`src/rtl/blake2s_pkg.sv`:
```
// Shared types and constants for the BLAKE2s compression sequencing logic.
package blake2s_pkg;

    typedef enum logic [2:0] {
        ST_IDLE,
        ST_HINIT,
        ST_VINIT,
        ST_ROUND,
        ST_FINISH
    } state_e;

    localparam int BLAKE2S_BLOCK_BYTES = 64;
    localparam int BLAKE2S_MAX_ROUNDS  = 10;
    localparam int BLAKE2S_CNT_W       = 64;

    // A block never contributes more than 64 bytes to the counter.
    function automatic logic [6:0] sat_blocklen(input logic [6:0] bl);
        return (bl > 7'(BLAKE2S_BLOCK_BYTES)) ? 7'(BLAKE2S_BLOCK_BYTES) : bl;
    endfunction

endpackage

```
`src/rtl/blake2s_round_ctrl_if.sv`:
```
// Command and datapath-control bundle of the BLAKE2s round controller.
interface blake2s_round_ctrl_if;
    import blake2s_pkg::*;

    logic                     init;
    logic                     next;
    logic                     final_block;
    logic [6:0]               blocklen;
    logic                     ready;
    logic                     digest_valid;
    logic                     m_load;
    logic [3:0]               round;
    logic                     mode;
    logic                     v_init;
    logic                     g_en;
    logic                     h_init;
    logic                     h_update;
    logic [BLAKE2S_CNT_W-1:0] t;
    logic                     f0;

    modport slave (
        input  init, next, final_block, blocklen,
        output ready, digest_valid, m_load, round, mode, v_init, g_en,
               h_init, h_update, t, f0
    );

    modport master (
        output init, next, final_block, blocklen,
        input  ready, digest_valid, m_load, round, mode, v_init, g_en,
               h_init, h_update, t, f0
    );

endinterface

```
`src/rtl/blake2s_t_counter.sv`:
```
// 64-bit BLAKE2s byte counter; each add contributes the saturated block length.
module blake2s_t_counter
    import blake2s_pkg::*;
(
    input  logic                     clk,
    input  logic                     reset_n,
    input  logic                     clr_i,
    input  logic                     add_i,
    input  logic [6:0]               blocklen_i,
    output logic [BLAKE2S_CNT_W-1:0] t_o
);

    logic [BLAKE2S_CNT_W-1:0] t_q, t_d;

    always_comb begin
        t_d = t_q;
        if (clr_i) begin
            t_d = '0;
        end else if (add_i) begin
            t_d = t_q + BLAKE2S_CNT_W'(sat_blocklen(blocklen_i));
        end
    end

    always_ff @(posedge clk) begin
        if (!reset_n) begin
            t_q <= '0;
        end else begin
            t_q <= t_d;
        end
    end

    assign t_o = t_q;

endmodule

```
`src/rtl/blake2s_round_ctrl.sv`:
```
// BLAKE2s compression sequencer: IDLE -> (HINIT | VINIT -> ROUND x 2N -> FINISH) -> IDLE.
module blake2s_round_ctrl
    import blake2s_pkg::*;
#(
    parameter int NUM_ROUNDS = 10
) (
    input  logic                 clk,
    input  logic                 reset_n,
    blake2s_round_ctrl_if.slave  bus
);

    localparam logic [4:0] K_LAST = 5'(2 * NUM_ROUNDS - 1);

    state_e     state_q, state_d;
    logic [4:0] k_q, k_d;
    logic       f0_q, f0_d;
    logic       dv_q, dv_d;
    logic       t_clr, t_add;

    logic       ready_s, m_load_s, v_init_s, g_en_s, h_init_s, h_update_s, mode_s;
    logic [3:0] round_s;

    // Strobes depend on state_q only; inputs steer the next state alone.
    always_comb begin
        state_d    = state_q;
        k_d        = k_q;
        f0_d       = f0_q;
        dv_d       = dv_q;
        t_clr      = 1'b0;
        t_add      = 1'b0;
        ready_s    = 1'b0;
        m_load_s   = 1'b0;
        v_init_s   = 1'b0;
        g_en_s     = 1'b0;
        h_init_s   = 1'b0;
        h_update_s = 1'b0;
        round_s    = 4'd0;
        mode_s     = 1'b0;

        case (state_q)
            ST_IDLE: begin
                ready_s = 1'b1;
                if (bus.init) begin
                    state_d = ST_HINIT;
                end else if (bus.next) begin
                    state_d = ST_VINIT;
                    t_add   = 1'b1;
                    f0_d    = bus.final_block;
                    dv_d    = 1'b0;
                end
            end
            ST_HINIT: begin
                h_init_s = 1'b1;
                t_clr    = 1'b1;
                f0_d     = 1'b0;
                dv_d     = 1'b0;
                state_d  = ST_IDLE;
            end
            ST_VINIT: begin
                m_load_s = 1'b1;
                v_init_s = 1'b1;
                k_d      = 5'd0;
                state_d  = ST_ROUND;
            end
            ST_ROUND: begin
                g_en_s  = 1'b1;
                round_s = k_q[4:1];
                mode_s  = k_q[0];
                k_d     = k_q + 5'd1;
                if (k_q == K_LAST) begin
                    state_d = ST_FINISH;
                end
            end
            ST_FINISH: begin
                h_update_s = 1'b1;
                dv_d       = f0_q;
                state_d    = ST_IDLE;
            end
            default: begin
                state_d = ST_IDLE;
            end
        endcase
    end

    always_ff @(posedge clk) begin
        if (!reset_n) begin
            state_q <= ST_IDLE;
            k_q     <= 5'd0;
            f0_q    <= 1'b0;
            dv_q    <= 1'b0;
        end else begin
            state_q <= state_d;
            k_q     <= k_d;
            f0_q    <= f0_d;
            dv_q    <= dv_d;
        end
    end

    blake2s_t_counter u_t_counter (
        .clk        (clk),
        .reset_n    (reset_n),
        .clr_i      (t_clr),
        .add_i      (t_add),
        .blocklen_i (bus.blocklen),
        .t_o        (bus.t)
    );

    assign bus.ready        = ready_s;
    assign bus.digest_valid = dv_q;
    assign bus.m_load       = m_load_s;
    assign bus.round        = round_s;
    assign bus.mode         = mode_s;
    assign bus.v_init       = v_init_s;
    assign bus.g_en         = g_en_s;
    assign bus.h_init       = h_init_s;
    assign bus.h_update     = h_update_s;
    assign bus.f0           = f0_q;

endmodule

```
`src/flat_wrapper.sv`:
```
// flat-port wrapper written by rule: the top's interface ports become plain ports
module blake2s_round_ctrl_flat import blake2s_pkg::*;
#(
    parameter int NUM_ROUNDS = 10
)
  (clk, reset_n, bus_init, bus_next, bus_final_block, bus_blocklen, bus_ready, bus_digest_valid, bus_m_load, bus_round, bus_mode, bus_v_init, bus_g_en, bus_h_init, bus_h_update, bus_t, bus_f0);
  blake2s_round_ctrl_if bus_i ();
  input  logic clk;
  input  logic reset_n;
  input wire logic [$bits(bus_i.init)-1:0] bus_init;
  input wire logic [$bits(bus_i.next)-1:0] bus_next;
  input wire logic [$bits(bus_i.final_block)-1:0] bus_final_block;
  input wire logic [$bits(bus_i.blocklen)-1:0] bus_blocklen;
  output wire logic [$bits(bus_i.ready)-1:0] bus_ready;
  output wire logic [$bits(bus_i.digest_valid)-1:0] bus_digest_valid;
  output wire logic [$bits(bus_i.m_load)-1:0] bus_m_load;
  output wire logic [$bits(bus_i.round)-1:0] bus_round;
  output wire logic [$bits(bus_i.mode)-1:0] bus_mode;
  output wire logic [$bits(bus_i.v_init)-1:0] bus_v_init;
  output wire logic [$bits(bus_i.g_en)-1:0] bus_g_en;
  output wire logic [$bits(bus_i.h_init)-1:0] bus_h_init;
  output wire logic [$bits(bus_i.h_update)-1:0] bus_h_update;
  output wire logic [$bits(bus_i.t)-1:0] bus_t;
  output wire logic [$bits(bus_i.f0)-1:0] bus_f0;
  assign bus_i.init = bus_init;
  assign bus_i.next = bus_next;
  assign bus_i.final_block = bus_final_block;
  assign bus_i.blocklen = bus_blocklen;
  assign bus_ready = bus_i.ready;
  assign bus_digest_valid = bus_i.digest_valid;
  assign bus_m_load = bus_i.m_load;
  assign bus_round = bus_i.round;
  assign bus_mode = bus_i.mode;
  assign bus_v_init = bus_i.v_init;
  assign bus_g_en = bus_i.g_en;
  assign bus_h_init = bus_i.h_init;
  assign bus_h_update = bus_i.h_update;
  assign bus_t = bus_i.t;
  assign bus_f0 = bus_i.f0;
  blake2s_round_ctrl #(.NUM_ROUNDS(NUM_ROUNDS)) u_core (.clk(clk), .reset_n(reset_n), .bus(bus_i));
endmodule
```
`config.mk`:
```
export PLATFORM = sky130hd
export DESIGN_NAME = blake2s_round_ctrl_flat
export DESIGN_NICKNAME = d
export VERILOG_FILES = /design/src/rtl/blake2s_pkg.sv /design/src/rtl/blake2s_round_ctrl_if.sv /design/src/rtl/blake2s_t_counter.sv /design/src/rtl/blake2s_round_ctrl.sv /design/src/flat_wrapper.sv
export SDC_FILE = /design/constraint.sdc
export NUM_CORES = 1
export LEC_CHECK = 0
export CORE_ASPECT_RATIO = 0.6
export CORE_MARGIN = 2
export CORE_UTILIZATION = 45
export DETAILED_ROUTE_END_ITERATION = 6
export HOLD_SLACK_MARGIN = 0.08
export PLACE_DENSITY = 0.84
export SETUP_SLACK_MARGIN = 0.05
export SLEW_MARGIN = 25
export SYNTH_ARGS = -nofsm -noshare
export SYNTH_HDL_FRONTEND = slang
export SYNTH_SLANG_ARGS = --single-unit
```
`constraint.sdc`:
```
create_clock -name clk -period 4.05 [get_ports clk]
set_input_delay 1.215 -clock clk [delete_from_list [all_inputs] [get_ports clk]]
set_output_delay 1.215 -clock clk [all_outputs]
set_load 0.01 [all_outputs]
```
# Word-level counts from Yosys, hierarchy flattened
# Index checks and enable logic that the tools add are counted.
totals:
  ff_bits: 74
  latch_bits: 0
  ramBits: 0
  rom_bits: 0
  in_bits: 12
  output_inout_bits: 77
  word_cells: 48
  memories: 0
op_classes:
  add_sub_neg: 2
  mul: 0
  n_div: 0
  n_lt_le_gt_ge: 1
  n_eq_ne: 9
  n_shift: 0
  mux: 22
  n_bitwise: 1
  reduce_logical: 8
ops:
  columns: ["op", "count"]
  rows:
  - ["$add 64x7->64", 1]
  - ["$mux 1", 13]
  - ["$pmux 5 s2", 1]
  - ["$mux 3", 3]
  - ["$pmux 3 s3", 1]
  - ["$gt 7x7->1 const B", 1]
  - ["$mux 7", 1]
  - ["$eq 3x2->1 const B", 2]
  - ["$reduce_and 3->1", 2]
  - ["$add 5x1->5 const B", 1]
  - ["$eq 5x5->1 const B", 1]
  - ["$mux 4", 1]
  - ["$ne 2x2->1 const B", 2]
  - ["$reduce_bool 2->1", 2]
  - ["$eq 3x1->1 const B", 1]
  - ["$eq 3x3->1 const B", 1]
  - ["$logic_not 3->1", 1]
  - ["$ne 3x3->1 const B", 1]
  - ["$pmux 1 s3", 1]
  - ["$reduce_bool 3->1", 1]
  - ["$ne 2x1->1 const B", 1]
  - ["$pmux 1 s2", 1]
  - ["$reduce_and 2->1", 1]
  - ["$reduce_or 2->1", 1]
  - ["$not 1->1", 1]

# Logic depth before layout (Yosys ltp)
# Gate-level depths: netlist of run 1.
logic_depth:
  depth_word: 3
  mapped_depth: 12
  mapped_depth_nobuf: 10

# Cells and area by module
# From an unflattened synthesis of run 1, not the netlist that was laid out.
unflattened:
  hier_cells: 474
  area_unflattened_um2: 4076.4
modules_own_cells:
  columns: ["mod", "n_inst", "cells_per_inst", "area_each_um2", "seq_area_each_um2"]
  rows:
  - ["blake2s_t_counter", 1, 406, 3514.6, 1281.2]
  - ["blake2s_round_ctrl", 1, 68, 561.8, 200.2]

# Worst setup path after synthesis of run 1
# No wires, ideal clock.
synth_path:
  path_kind: "in2reg"
  start: "input port bus_blocklen[0]"
  end: "register u_core.u_t_counter.t_q[46], in the netlist u_core.u_t_counter.t_o[46]"
  setup_time_ps: 132
  t_arrival_ps: 3262
  required_time_ps: 3918
  setup_slack_ps: 655
  stages: 12
  path_buffers: 2
  path_cell_list: "nor2b_1 -> ha_1 -> inv_1 -> fa_1 -> nand2b_1 -> a21oi_1 -> o22a_1 -> nand3_2 -> buf_6 -> buf_2 -> o41ai_1 -> a21oi_1"
synth_via:
  elab_chain_cells: 3
synth_rtl:
  columns: ["item", "line", "text"]
  rows:
  - ["from (decl)", "flat_wrapper.sv:13", "input wire logic [$bits(bus_i.blocklen)-1:0] bus_blocklen;"]
  - ["$gt 7x7->1", "blake2s_pkg.sv:18", "return (bl > 7'(BLAKE2S_BLOCK_BYTES)) ? 7'(BLAKE2S_BLOCK_BYTES) : bl;"]
  - ["$mux 7 *", "blake2s_pkg.sv:18", null]
  - ["$add 64x7->64 *", "blake2s_t_counter.sv:20", "t_d = t_q + BLAKE2S_CNT_W'(sat_blocklen(blocklen_i));"]
  - ["to (signal assigned)", "blake2s_t_counter.sv:28", "t_q <= t_d;"]
  - ["to (decl)", "blake2s_t_counter.sv:13", "logic [BLAKE2S_CNT_W-1:0] t_q, t_d;"]
# Mark *: on every way between the ends. The rest lies on a longest branch, timed or not.
# A chain may end at the register's enable or synchronous reset.

# Worst setup path after layout of run 1
layout_path:
  start: "input port bus_blocklen[6]"
  end: "register u_core.u_t_counter.t_q[56], in the netlist u_core.u_t_counter.t_o[56]"
# The elaborated chain is that of the path after synthesis.

==> flow_summary.ini, run 1 <==
[place]
routabilityCongestion = 0.883
dpl_cell_area_mm2 = 0.00493
io_buffers = 88
dp_hpwl_mm = 7.85

[logic_synthesis]
yosysWarnings = 0
synth-main-ff-cell = dfxtp_1
synth_area_mm2 = 0.00386
synth.avg_cell_area_um2 = 8.12
synth-edff-count = 0
ys_ff_latch = 74
yosysSeqAreaShare = 0.384
ys_types = 51
ys_async_sr_fraction = 0
syn_inst = 475
syn_nets = 496

[setup_path]
critPathSlowestCell = clkdlybuf4s50_1
worstPathCellList = clkdlybuf4s50_1 > nor2b_1 > ha_1 > inv_1 > fa_1 > nand2b_1 > a21oi_1 > o22a_1 > buf_4 > nand4_1 > buf_4 > or3_1 > a21oi_1
worst_setup_path_startpoint = bus_blocklen[6]
arrival_ps = 4050
required_ps = 4330
worst_setup_path_end_kind = register
cp_slowest_stage_delay_ps = 470
rr_startpoint = u_core.u_t_counter.t_o[0]$_SDFFE_PP0P_
crit_type = in2reg
start_kind = primary input
rr_endpoint = u_core.u_t_counter.t_o[56]$_SDFFE_PP0P_
critPathMaxFanout = 13
ff2ff_setup_slack_ps = 1410
rr_worst_depth = 11

[finish]
multiInputGateArea_mm2 = 0.00224
diodes = 0
final_common_cell = clkdlybuf4s50_1
drive_gt1_frac = 0.0712
fin_nets = 592
mostFrequentLayoutCells = clkdlybuf4s50_1 (88), dfxtp_1 (74), nor2_1 (57)
fin_area_mm2 = 0.00523
n_fill_cell = 721
regArea_mm2 = 0.00148
area_growth_pct = 35.6

[min_path]
min-delay-start = u_core.u_t_counter.t_o[3]$_SDFFE_PP0P_
min_path_type = reg2reg
whs_path_depth = 2
hold_path_end = u_core.u_t_counter.t_o[3]$_SDFFE_PP0P_

[pwr]
irDropWorstVdd_uv = 209
power.leakage_uw = 0.00169
power_density_mw_per_mm2 = 319

[detailed_routing]
wl_per_cell_um = 16.0
dr.pass1.iters = 5
drc = 0
wl_mm = 11.0
first_iter_violations = 350
routed_via_density = 5.68
postRouteAntennaNets = 0
vias = 3910

[global_route]
grt_max_degree = 23
track_usage = 0.240
gr-total-overflow = 0
antenna_found_initial = 0
grt_pass1_vias = 3425
grt_pass1_wl_mm = 17.1

[floorplanning]
core_mm2 = 0.00843
die_h_um = 75.7
initial_core_util = 0.458
die_w_um = 124
io-pin-count = 89
rows = 26
dieArea_mm2 = 0.00935

[clock_tree]
clkTransAtPathRegs_ps = 60
cts_tree = done
root_buffer = clkbuf_16
cts.sinks = 74
clk_path_buf_depth = 2
postCtsHoldBufs = 0
insertion_delay_ps = 350
cts_max_level = 3
cts_buffers = 9
cts_setup_buffers = 0
cts_resized = 0

[timing]
period_minus_slack_ps = 3770
drv_slew = 0
holdWs_ps = 480
fin_crit_sh = 0.931
rsz0062_at_grt = false
setup_viol = 0
slew_headroom = 0.582
max_freq_mhz = 265
worst_slew_pin_slew_ps = 625
hold_viol = 0
fin_worst_skew_ps = 5.64

[job]
maxCapViolCount = 0

[status]
status = finished clean
==> worst max-delay path by stage <==
stage,endpoint,slack [ps],depth (start not counted)
after detailed placement,u_core.u_t_counter.t_o[46]$_SDFFE_PP0P_,-20,12
after floorplan,u_core.u_t_counter.t_o[46]$_SDFFE_PP0P_,660,12
after global routing,u_core.u_t_counter.t_o[56]$_SDFFE_PP0P_,70,13
after global placement,u_core.u_t_counter.t_o[32]$_SDFFE_PP0P_,80,12
final,u_core.u_t_counter.t_o[56]$_SDFFE_PP0P_,280,13
after CTS,u_core.u_t_counter.t_o[34]$_SDFFE_PP0P_,310,12
==> flip-flops by register name, summed over array words and instances (netlist names) <==
signal and flops:
u_core.u_t_counter.t_o 64, u_core.k_q 5, u_core.state_q 3, u_core.bus.digest_valid 1, u_core.bus.f0 1
==> synth_stat cells (all sizes together) (4+ instances only) <==
library cell | number | area, um2
dfxtp | 74 | 1480
nor2 | 58 | 225
nand2 | 39 | 146
xnor2 | 35 | 307
a21oi | 32 | 160
nand3 | 22 | 115
nand4 | 18 | 113
nor4 | 18 | 113
clkbuf | 17 | 63.8
o21ai | 16 | 80.1
or3 | 16 | 105
inv | 14 | 52.6
nor3 | 13 | 65.1
and3 | 9 | 56.3
nor2b | 9 | 56.3
and2 | 8 | 50.1
ha | 8 | 100
xor2 | 7 | 61.3
and4 | 5 | 43.8
buf | 5 | 40.0
nand2b | 5 | 31.3
nor4b | 4 | 35.0
==> layer usage <==
layer | global-route usage | up-vias | share of wire
li1 | - | 1883 | -
met1 | 0.329 | 1842 | 0.46
met2 | 0.361 | 159 | 0.45
met3 | 0.0786 | 26 | 0.074
met4 | 0.0758 | 0 | 0.014
met5 | 0 | - | 0
==> worst max-delay path, delay by kind of cell <==
family | cells | cell delay (ps)
buffers and inverters | 4 | 890
and+or+nand+nor | 4 | 800
AOI/OAI and AO/OA | 3 | 580
adders and majority gates | 2 | 550
==> kinds of logic after synthesis <==
kind of cell             after synthesis  share of synthesized area
AO/OA/AOI/OAI                         73                      0.112
XOR/XNOR                              42                     0.0954
adder cells (fa/ha/maj)                9                     0.0311
buffers and inverters                 36                     0.0405
flip-flops                            74                      0.384
multiplexers                           3                    0.00843
AND/OR/NAND/NOR                      238                      0.329
==> report_power, final <==
group          internal, uW  leakage (uW)  switching, uW
registers               733      0.000597           9.09
clock network           510      0.000147            298
logic                  50.3      0.000943           69.0
total                  1290       0.00169            376
==> metrics by stage <==
stage	utilization	worst slack, ps	setup TNS, ps	power, uW	instances
3_3_place_gp	0.585	75.5	0	871	672
4_1_cts	0.620	312	0	1680	688
2_1_floorplan	-	655	0	825	475
5_1_grt	0.621	66.2	0	1720	688
3_5_place_dp	0.585	-20.4	-74.9	875	672
6_report	0.621	279	0	1670	688
==> area by class of cell <==
class,instances,area share
inverter,14,0.0100
sequential,74,0.283
timing repair buffer,107,0.196
tap,112,0.0268
clock inverter,2,0.00670
clock buffer,14,0.0505
multi-input combinational,365,0.427
Power figures use the tool's default switching activity.
==> run 2: changes to the inputs <==
--- a/config.mk
+++ b/config.mk
@@ -8,6 +8,7 @@
 export CORE_ASPECT_RATIO = 0.6
 export CORE_MARGIN = 2
 export CORE_UTILIZATION = 45
+export CTS_BUF_LIST = sky130_fd_sc_hd__clkbuf_16
 export DETAILED_ROUTE_END_ITERATION = 6
 export HOLD_SLACK_MARGIN = 0.08
 export PLACE_DENSITY = 0.84
==> run 2 against run 1 <==
  * Design area fell by 0.38%
  * Clock skew hardly changed
  * Final cell count did not move
  * First-iteration DRC count unchanged
  * Non-clock buffer count is the same
  * Sequential share of layout area increased by 0.11 points
  * Global-route usage hardly changed
  * Largest power group unchanged
==> flow_summary.ini, run 2 (synthesized netlist as in run 1, its figures left out) <==
[finish]
n_fill_cell = 726
diodes = 0
final_common_cell = clkdlybuf4s50_1
fin_area_mm2 = 0.00521
fin_nets = 592
area_growth_pct = 35.1
utilization = 0.619
mostFrequentLayoutCells = clkdlybuf4s50_1 (88), dfxtp_1 (74), nor2_1 (57)
largest_reg_flops = 64
drive_gt1_frac = 0.0677

[clock_tree]
clk_path_buf_depth = 2
insertion_delay_ps = 340
clkTransAtPathRegs_ps = 60
cts_setup_buffers = 0
cts_tree = done
postCtsHoldBufs = 0
cts_buffers = 9
cts_max_level = 3
cts.sinks = 74
cts_resized = 0
root_buffer = clkbuf_16

[min_path]
min_path_type = reg2reg

[global_route]
grt_util_met1 = 0.327
grt_pass1_vias = 3429
grt_pass1_wl_mm = 17.1
grtUsageMet3 = 0.0793
use_met2 = 0.361
busiest_layer = met2
track_usage = 0.240
gr-total-overflow = 0
grt_max_degree = 23
antenna_found_initial = 0

[setup_path]
worstPathCellList = clkdlybuf4s50_1 > nor2b_1 > ha_1 > inv_1 > fa_1 > nand2b_1 > a21oi_1 > o22a_1 > buf_4 > nand4_1 > buf_4 > or3_1 > a21oi_1
crit_type = in2reg
cp_slowest_stage_delay_ps = 460
worst_setup_path_end_kind = register
critPathSlowestCell = clkdlybuf4s50_1
path_buf_inv = 4
critPathMaxFanout = 13
crit_family = buffers and inverters
start_kind = primary input
required_ps = 4330
arrival_ps = 4040

[floorplanning]
rows = 26
initial_core_util = 0.458
die_w_um = 124
core_mm2 = 0.00843
die_h_um = 75.7
dieArea_mm2 = 0.00935
io-pin-count = 89

[timing]
slew_headroom = 0.581
fin_worst_skew_ps = 5.35
hold_viol = 0
period_minus_slack_ps = 3770
drv_slew = 0
max_freq_mhz = 266
setup_viol = 0
setup_ws_ps = 285
rsz0062_at_grt = false
fin_crit_sh = 0.930
worst_slew_pin_slew_ps = 627
holdWs_ps = 483

[pwr]
power_density_mw_per_mm2 = 311
power_uw = 1620
power.leakage_uw = 0.00169
irDropWorstVdd_uv = 208

[detailed_routing]
wl_per_cell_um = 16.0
wl_mm = 11.0
routed_via_density = 5.65
first_iter_violations = 350
vias = 3887
dr.pass1.iters = 5
postRouteAntennaNets = 0
drc = 0

[place]
dp_slack_ps = -20.4
io_buffers = 88
dpl_cell_area_mm2 = 0.00493
dp_hpwl_mm = 7.85
routabilityCongestion = 0.883

[job]
maxCapViolCount = 0

[status]
status = finished clean
==> run 2: changes by cell type in the layout (fill, tap and decap cells not counted) <==
| cell | before | now |
|---|---|---|
| clkinv_1 | 0 | 2 |
| inv_1 | 14 | 17 |
| clkbuf_8 | 2 | 0 |
| clkbuf_1 | 3 | 0 |
==> run 2: per-layer routing <==
layer	vias up	wire [um]
li1	1879	-
met1	1829	5050
met2	163	4990
met3	16	845
met4	0	105
met5	-	0
==> run 2: worst register-to-register path, cell delays in order (launching register included) <==
cell	delay, ps
dfxtp_1	350
ha_1	180
inv_1	60
fa_1	370
nand2b_1	190
a21oi_1	190
o22a_1	240
buf_4	150
nand4_1	120
buf_4	220
or3_1	340
a21oi_1	150
==> run 2: final cells by class <==
type                    instances  area, um2  share of cell area
clock buffers                   9        225              0.0432
clock inverters                 7       53.8              0.0103
inverters                      14       52.6              0.0101
multi-input cells             365       2240               0.429
flip-flops and latches         74       1480               0.284
well taps                     112        140              0.0269
repair buffers                107       1020               0.196
==> run 2: final timing paths <==
| kind | slack [ps] | depth (start not counted) | from | to |
|---|---|---|---|---|
| worst max-delay path | 280 | 13 | bus_blocklen[6] | u_core.u_t_counter.t_o[56]$_SDFFE_PP0P_ |
| worst min-delay path | 480 | 2 | u_core.u_t_counter.t_o[6]$_SDFFE_PP0P_ | u_core.u_t_counter.t_o[6]$_SDFFE_PP0P_ |
| worst max register to register | 1420 | 11 | u_core.u_t_counter.t_o[0]$_SDFFE_PP0P_ | u_core.u_t_counter.t_o[56]$_SDFFE_PP0P_ |
| worst min register to register | 480 | 2 | u_core.u_t_counter.t_o[6]$_SDFFE_PP0P_ | u_core.u_t_counter.t_o[6]$_SDFFE_PP0P_ |
==> run 2: stage by stage <==
stage,TNS [ps],cells
2_1_floorplan,0,475
3_3_place_gp,0,672
3_5_place_dp,-74.9,672
4_1_cts,0,688
5_1_grt,0,688
6_report,0,688
==> run 2: where the power goes <==
group          switching, uW  internal [uW]
sequential              9.21            733
combinational           68.6           50.2
clock                    297            464
